### src/rtl/bp_fe_fetch_sequencer.sv
// Front-end fetch sequencer: issues I$ fetch PCs, tracks in-flight fetch PCs for the
// realigner, and squashes/restarts fetch on a backend redirect.

module bp_fe_fetch_sequencer #(
    parameter int               vaddr_width_p  = 39,
    parameter int               fetch_cinstr_p = 4,
    parameter int               inflight_max_p = 2,
    parameter logic [63:0]      reset_pc_p     = 64'h0000_0000_8000_0000,
    localparam int              ptr_w          = $clog2(fetch_cinstr_p) + 1,
    localparam int              cnt_w          = $clog2(inflight_max_p + 1)
) (
    input  logic                     clk_i,
    input  logic                     reset_i,
    input  logic                     redirect_v_i,
    input  logic [vaddr_width_p-1:0] redirect_pc_i,
    input  logic [ptr_w-1:0]         redirect_count_i,
    output logic                     fetch_v_o,
    output logic [vaddr_width_p-1:0] fetch_pc_o,
    input  logic                     fetch_ready_i,
    input  logic                     icache_data_v_i,
    output logic [vaddr_width_p-1:0] if2_pc_o,
    input  logic                     icache_yumi_i,
    output logic                     squash_o,
    input  logic                     stall_i,
    output logic [cnt_w-1:0]         inflight_o
);

    localparam int idx_w   = (inflight_max_p > 1) ? $clog2(inflight_max_p) : 1;
    localparam int blk_lsb = $clog2(2 * fetch_cinstr_p);

    typedef enum logic [1:0] {
        e_reset    = 2'd0,
        e_run      = 2'd1,
        e_redirect = 2'd2
    } state_e;

    state_e                   state_r;
    state_e                   state_next_s;
    logic [vaddr_width_p-1:0] pc_r;
    logic [vaddr_width_p-1:0] pc_next_s;
    logic [vaddr_width_p-1:0] fifo_r [inflight_max_p];
    logic [idx_w-1:0]         rd_ptr_r;
    logic [idx_w-1:0]         wr_ptr_r;
    logic [cnt_w-1:0]         count_r;
    logic                     redirect_s;
    logic                     fetch_v_s;
    logic                     push_s;
    logic                     pop_s;

    function automatic logic [idx_w-1:0] ptr_inc(input logic [idx_w-1:0] ptr);
        logic [idx_w-1:0] nxt;
        if (ptr == idx_w'(inflight_max_p - 1)) begin
            nxt = {idx_w{1'b0}};
        end else begin
            nxt = ptr + idx_w'(1);
        end
        return nxt;
    endfunction

    // Sequential fetch always continues at the start of the next fetch block.
    function automatic logic [vaddr_width_p-1:0] next_block(input logic [vaddr_width_p-1:0] pc);
        return {pc[vaddr_width_p-1:blk_lsb], {blk_lsb{1'b0}}}
             + vaddr_width_p'(2 * fetch_cinstr_p);
    endfunction

    // Issue qualification and FIFO handshakes
    always_comb begin
        redirect_s = redirect_v_i & (state_r != e_reset);
        fetch_v_s  = (state_r == e_run) & ~stall_i & ~redirect_v_i
                   & (count_r < cnt_w'(inflight_max_p));
        push_s     = fetch_v_s & fetch_ready_i;
        pop_s      = icache_yumi_i & (count_r != cnt_w'(0));
    end

    // Next-state and next-PC selection; redirect outranks everything
    always_comb begin
        state_next_s = state_r;
        pc_next_s    = pc_r;
        case (state_r)
            e_reset: begin
                state_next_s = e_run;
            end
            e_run: begin
                if (redirect_s) begin
                    state_next_s = e_redirect;
                end else begin
                    state_next_s = e_run;
                end
            end
            e_redirect: begin
                if (redirect_s) begin
                    state_next_s = e_redirect;
                end else begin
                    state_next_s = e_run;
                end
            end
            default: begin
                state_next_s = e_reset;
            end
        endcase
        // Restart past the parcels the realigner already holds.
        if (redirect_s) begin
            pc_next_s = redirect_pc_i
                      + ({{(vaddr_width_p-ptr_w){1'b0}}, redirect_count_i} << 1);
        end else if (push_s) begin
            pc_next_s = next_block(pc_r);
        end else begin
            pc_next_s = pc_r;
        end
    end

    // State, fetch PC and in-flight PC FIFO registers
    always_ff @(posedge clk_i or posedge reset_i) begin
        if (reset_i) begin
            state_r  <= e_reset;
            pc_r     <= reset_pc_p[vaddr_width_p-1:0];
            rd_ptr_r <= {idx_w{1'b0}};
            wr_ptr_r <= {idx_w{1'b0}};
            count_r  <= {cnt_w{1'b0}};
            for (int i = 0; i < inflight_max_p; i++) begin
                fifo_r[i] <= {vaddr_width_p{1'b0}};
            end
        end else begin
            state_r <= state_next_s;
            pc_r    <= pc_next_s;
            if (redirect_s) begin
                rd_ptr_r <= {idx_w{1'b0}};
                wr_ptr_r <= {idx_w{1'b0}};
                count_r  <= {cnt_w{1'b0}};
            end else begin
                if (push_s) begin
                    fifo_r[wr_ptr_r] <= pc_r;
                    wr_ptr_r         <= ptr_inc(wr_ptr_r);
                end
                if (pop_s) begin
                    rd_ptr_r <= ptr_inc(rd_ptr_r);
                end
                case ({push_s, pop_s})
                    2'b10:   count_r <= count_r + cnt_w'(1);
                    2'b01:   count_r <= count_r - cnt_w'(1);
                    default: count_r <= count_r;
                endcase
            end
        end
    end

    // Output drive
    always_comb begin
        fetch_v_o  = fetch_v_s;
        fetch_pc_o = pc_r;
        squash_o   = redirect_s;
        inflight_o = count_r;
        if (count_r != cnt_w'(0)) begin
            if2_pc_o = fifo_r[rd_ptr_r];
        end else begin
            if2_pc_o = {vaddr_width_p{1'b0}};
        end
    end

    bp_fe_fetch_sequencer_checker #(
        .inflight_max_p (inflight_max_p),
        .cnt_w          (cnt_w)
    ) checker_inst (
        .clk_i           (clk_i),
        .reset_i         (reset_i),
        .push            (push_s),
        .yumi            (icache_yumi_i),
        .redirect        (redirect_s),
        .icache_data_v_i (icache_data_v_i),
        .count           (count_r)
    );

endmodule

// Protocol checks on the in-flight FIFO and the I$ return path.
module bp_fe_fetch_sequencer_checker #(
    parameter int inflight_max_p = 2,
    parameter int cnt_w          = 2
) (
    input logic             clk_i,
    input logic             reset_i,
    input logic             push,
    input logic             yumi,
    input logic             redirect,
    input logic             icache_data_v_i,
    input logic [cnt_w-1:0] count
);

    a_no_push_full: assert property (@(posedge clk_i) disable iff (reset_i)
        !(push && (count == cnt_w'(inflight_max_p))));

    a_no_pop_empty: assert property (@(posedge clk_i) disable iff (reset_i)
        !(yumi && !redirect && (count == cnt_w'(0))));

    a_no_data_empty: assert property (@(posedge clk_i) disable iff (reset_i)
        !(icache_data_v_i && (count == cnt_w'(0))));

endmodule

### config.mk
export PLATFORM = sky130hd
export DESIGN_NAME = bp_fe_fetch_sequencer
export DESIGN_NICKNAME = d
export VERILOG_FILES = /design/src/rtl/bp_fe_fetch_sequencer.sv
export SDC_FILE = /design/constraint.sdc
export NUM_CORES = 1
export LEC_CHECK = 0
export CORE_MARGIN = 2
export CORE_UTILIZATION = 57
export DETAILED_ROUTE_END_ITERATION = 16
export PLACE_DENSITY = 0.95
export SYNTH_ARGS = -nofsm -noshare
export SYNTH_HDL_FRONTEND = slang
export SYNTH_SLANG_ARGS = --single-unit
export TNS_END_PERCENT = 10
### constraint.sdc
create_clock -name clk_i -period 10.95 [get_ports clk_i]
set_input_delay 1.095 -clock clk_i [delete_from_list [all_inputs] [get_ports clk_i]]
set_output_delay 1.095 -clock clk_i [all_outputs]
set_load 0.02 [all_outputs]
======== Word level (Yosys, flattened, before mapping) ========
Index checks and enable logic that the tools add are counted.
word-level totals
  flip-flop bits (word level) ............. 123
  input port bits ......................... 49
operators by class
  bitwise logic cells ..................... 11
  reduce and logical (&&, ||, !) cells .... 9
  muxes and demuxes ....................... 19
  eq/ne operators ......................... 4
  add/sub/neg operators ................... 6
  order comparisons ....................... 4
operators with widths
  cell                                                       number
  two-way mux 39 bit                                         7
  bitwise mux 78 bit                                         1
  adder 39 x 4 -> 39 bit                                     1
  adder 39 x 4 -> 39 bit (second input constant)             1
  demux 39 bit (select 1 bit)                                1
  one-hot mux 2 bit (2 select lines)                         2
  nonzero test 2 bit                                         4
  AND 1 bit                                                  6
  two-way mux 1 bit                                          6
  equality test 2 x 1 -> 1 bit (second input constant)       2
  equality test 2 bit (second input constant)                2
  greater-or-equal comparator 2 bit (second input constant)  2
  two-way mux 2 bit                                          2
  inverter 1 -> 2 bit                                        2
  inverter 1 bit                                             3
  nonzero test 3 bit                                         1
  adder 1 bit (second input constant)                        2
  adder 2 x 1 -> 2 bit (second input constant)               1
  logical NOT 2 bit                                          1
  < comparator 2 x 1 -> 1 bit (second input constant)        1
  < comparator 2 bit (second input constant)                 1
  AND reduction 2 bit                                        1
  OR reduction 2 bit                                         1
  subtractor 2 x 1 -> 2 bit (second input constant)          1
  logical AND 1 bit                                          1

======== Longest topological paths before layout ========
  depth in word-level cells ............... 8
  mapped depth ............................ 10

======== Least setup slack after synthesis ========
Ideal clock, no wire load.
  kind .................................... input port to output port
  start point ............................. input redirect_v_i
  end point ............................... output squash_o
  path buffers ............................ 2
  stages on the path ...................... 4
  slack ................................... 7.610 ns
  data arrival time ....................... 2.245 ns
  required time ........................... 9.855 ns
  cell sequence ........................... or2b_2 > inv_1 > buf_1 > buf_1
on the way
  longest elaborated chain between the ends .. 1
ends and longest elaborated chain
  item                line  source
  start: declaration  14    input logic redirect_v_i,
  AND 1 bit           68    redirect_s = redirect_v_i & (state_r != e_reset);
  end: declaration    23    output logic squash_o,
No other way between the ends.

======== Final worst setup path ========
Ends and elaborated chain as after synthesis.

==> metrics.md <==
| Metric | Value |
|---|---|
| Initial DRC count | `492` |
| Hold-fix buffers, CTS | `0` |
| Share of cells above drive strength 1 | `0.1686` |
| Critical-path top delay cell | `or2b_2` |
| Clock sinks | `about 120` |
| Vias | `a little under 6k` |
| Post-DP HPWL | `12130 um` |
| Wirelength per Cell | `19.75 um` |
| Highest clock rate | `between 0.2 and 0.25 GHz` |
| CP Data Required Time | `9860 ps` |
| CP max FO | `39` |
| # IOs | `approximately 130` |
| Number of CTS-inserted buffers | `17` |
| Root Driver | `clkbuf_16` |
| Max cap viols | `0` |
| Hold path cells | `2` |
| Reg2reg start | `fetch_pc_o[5]$_DFFE_PP0P_` |
| Post-Route Setup TNS | `0 ps` |
| Sequential share of the synthesized area | `0.4408` |
| CTS tree | `done` |
| Largest net degree at the start of global routing | `66` |
| Cell class contributing the biggest share of worst-path delay | `buffers and inverters` |
| Period minus WS final | `between 4000 and 5000 ps` |
| Final number of setup-violating endpoints | `0` |
| Vias in the first global route | `5937` |
| Crit-path cells | `clkdlybuf4s50_1 > or2b_2 > inv_1 > clkdlybuf4s50_1` |
| Nets@finish | `839` |
| Final-report hold violation count | `0` |
| WP data arrival | `~3100 ps` |
| Crit path top cell by count | `clkdlybuf4s50_1` |
| DRT Wirelength | `about 19000 um` |
| Net Count, Synth | `roughly 730` |
| Longest Clk Path Bufs | `2` |
| Setup bufs post-CTS | `0` |
| Slew HR | `0.2344` |
| Ys Warns | `0` |
| GRT overflow | `0` |
| Die width | `between 100 and 150 um` |
| Top FF cell, synth | `dfrtp_1` |
| CP Class | `in -> out` |
| Initial Util | `0.5816` |
| Worst Path Buf+Inv | `3` |
| Startpoint types | `primary input` |
| Die area | `approximately 13000 sq um` |
| Gate Count Post-Synth | `around 670` |
| Maximum vdd ir drop | `slightly above 0.0002 V` |
| I/O Buffers | `roughly 130` |
| Final Cycle Share | `0.3870` |
| Hold Crit Endpoint | `fifo_r[65]$_DFFE_PP0P_` |
| Fin Clk Skew | `~6.3 ps` |
| Least-Margin Pin Slew | `1148 ps` |
| First-pass GRT wire length | `29920 um` |
| Cell variety after synth | `between 50 and 60` |
| ANT nets after route | `0` |
| Initial antenna violation count | `0` |
| Yosys reg bits | `around 120` |
| Total Routing Usage GR | `0.2919` |
| Die height | `114.7 um` |
| Filler Cell Count | `772` |
| FFs w/ async S/R, synth | `1.000` |
| Crit end category | `output port` |
| RSZ-0062 raised after global routing | `false` |
| FF-to-FF path depth | `5` |
| CP peak stage delay | `650 ps` |
| Reg2reg end | `fetch_pc_o[27]$_DFFE_PP0P_` |
| DRT Pass-1 Iters | `5` |
| Post-Syn Area | `between 6000 and 7000 sq um` |
| Final Slew Violations | `0` |
| Post-synth EDFFs | `0` |
| Resized cells post-CTS | `0` |
| Vias per cell | `between 6 and 7` |
| Synthesis-to-finish area growth | `28.05%` |
| Fin Hold WS | `a little under 500 ps` |
| Status | `completed` |
| Worst-Skew Late Latency | `roughly 420 ps` |
| Total core area | `between 10000 and 15000 sq um` |
| Remaining routing DRC violations | `0` |
| Antenna Diode Count | `0` |
| Hold Crit Class | `reg -> reg` |
| Min-delay src | `fifo_r[65]$_DFFE_PP0P_` |
| Htree depth | `4` |
| Reg2reg setup slack | `about 8300 ps` |
| Routability cong. | `slightly below 0.9` |
| Clock Pin Slew Worst Setup and Hold Paths | `50 ps` |
| Syn Area/Cell | `10.41 sq um` |
| Leak Pwr | `about 3.6 nW` |
| Num rows | `40` |
| Pwr dens | `roughly 270 nW/um^2` |
[through the flow]
stage | setup WS (ps) | instance area, sq um | instances | power (W) | util
5_1_grt | 6666 | 8945 | 942 | 0.002523 | 0.7447
6_report | 6712 | 8945 | 942 | 0.002402 | 0.7447
3_5_place_dp | 6783 | 8310 | 910 | 0.001785 | 0.6919
4_1_cts | 6751 | 8945 | 942 | 0.002399 | 0.7447
3_3_place_gp | 6792 | 8310 | 910 | 0.001726 | 0.6919
2_1_floorplan | 6586 | 6985 | 671 | 0.001402 | -
[kinds of logic (layout without fill, tap and decap cells)]
family          Yosys count  in the layout  synth area share
simple gates            236            236            0.1863
mux                     129            129            0.1976
flops                   123            123            0.4408
compound gates           65             65           0.06072
buf+inv                  64            188           0.04155
xor+xnor                 46             46           0.05768
fa+ha+maj                 8              8           0.01540
[layout make-up]
| cell class | count | area [sq um] | share of cell area |
|---|---|---|---|
| Clock inverter | 14 | 195.2 | 0.02182 |
| Clock buffer | 18 | 439.2 | 0.04910 |
| Sequential cell | 123 | 3080 | 0.3444 |
| Multi-Input combinational cell | 484 | 3628 | 0.4057 |
| Tap cell | 147 | 183.9 | 0.02056 |
| Inverter | 21 | 81.33 | 0.009092 |
| Timing Repair Buffer | 135 | 1336 | 0.1494 |
[worst max path at each step]
stage	startpoint	endpoint	slack (ps)	cells past startpoint
final	redirect_v_i	squash_o	6710	4
after global routing	redirect_v_i	squash_o	6670	4
after CTS	redirect_v_i	squash_o	6750	4
after detailed placement	redirect_v_i	squash_o	6780	4
after global placement	redirect_v_i	squash_o	6790	4
after floorplan	reset_i	fetch_pc_o[0]$_DFFE_PP0P_	6590	1
[worst min-delay path, delay by kind of cell, from the launching register on]
kind / cells / cell delay [ps]
AO/OA/AOI/OAI: 1 / 60
flip-flops: 1 / 340
AND/OR/NAND/NOR: 1 / 50
[layer usage]
| metal | track usage | up-vias | wire, um |
|---|---|---|---|
| li1 | - | 2638 | - |
| met1 | 0.3686 | 2942 | 7611 |
| met2 | 0.4978 | 299 | 9415 |
| met3 | 0.06088 | 44 | 1189 |
| met4 | 0.1092 | 0 | 389 |
| met5 | 0 | - | 0 |
[where the power goes]
part	internal [W]	total (W)	switching [W]
clock network	0.000387	0.000605	0.000217
logic	0.000460	0.000920	0.000460
registers	0.000660	0.000877	0.000217
total	0.00151	0.00240	0.000894
[registers in the layout (all words and copies together) (netlist names)]
name        flops
wr_ptr_r        1
fifo_r         78
inflight_o      2
state_r         2
rd_ptr_r        1
fetch_pc_o     39
[synth_stat cells (19+ instances only)]
| cell | count | area share |
|---|---|---|
| inv_1 | 21 | 0.011 |
| o21ai_0 | 21 | 0.015 |
| xnor2_1 | 40 | 0.050 |
| clkbuf_1 | 25 | 0.013 |
| mux2_2 | 71 | 0.11 |
| nor4_1 | 20 | 0.018 |
| mux2i_1 | 58 | 0.083 |
| nand3_1 | 26 | 0.019 |
| nor2_1 | 59 | 0.032 |
| nand2_1 | 36 | 0.019 |
| dfrtp_1 | 122 | 0.44 |
| nor3_1 | 19 | 0.014 |
[cell usage in the layout, fill, tap and decap left out, types with 4 or more instances in the layout]
cell type,Yosys,layout
nand3_1,26,26
clkbuf_16,0,17
ha_1,7,7
mux2i_1,58,58
o21ai_0,21,21
o211ai_1,14,14
xor2_1,6,6
nor2_1,59,58
nand4_1,12,12
a21oi_1,8,8
dfrtp_1,122,121
mux2_2,71,71
xnor2_1,40,40
nand2_1,36,35
bufinv_16,0,4
and4_1,6,6
and3_1,9,9
nor4_1,20,20
nor3_1,19,19
clkinvlp_4,0,4
buf_4,2,6
clkdlybuf4s50_1,0,129
inv_1,21,20
a211oi_1,4,4
or4_1,12,12
and2_1,8,8
Note: power is estimated with default switching activity, not from simulation.
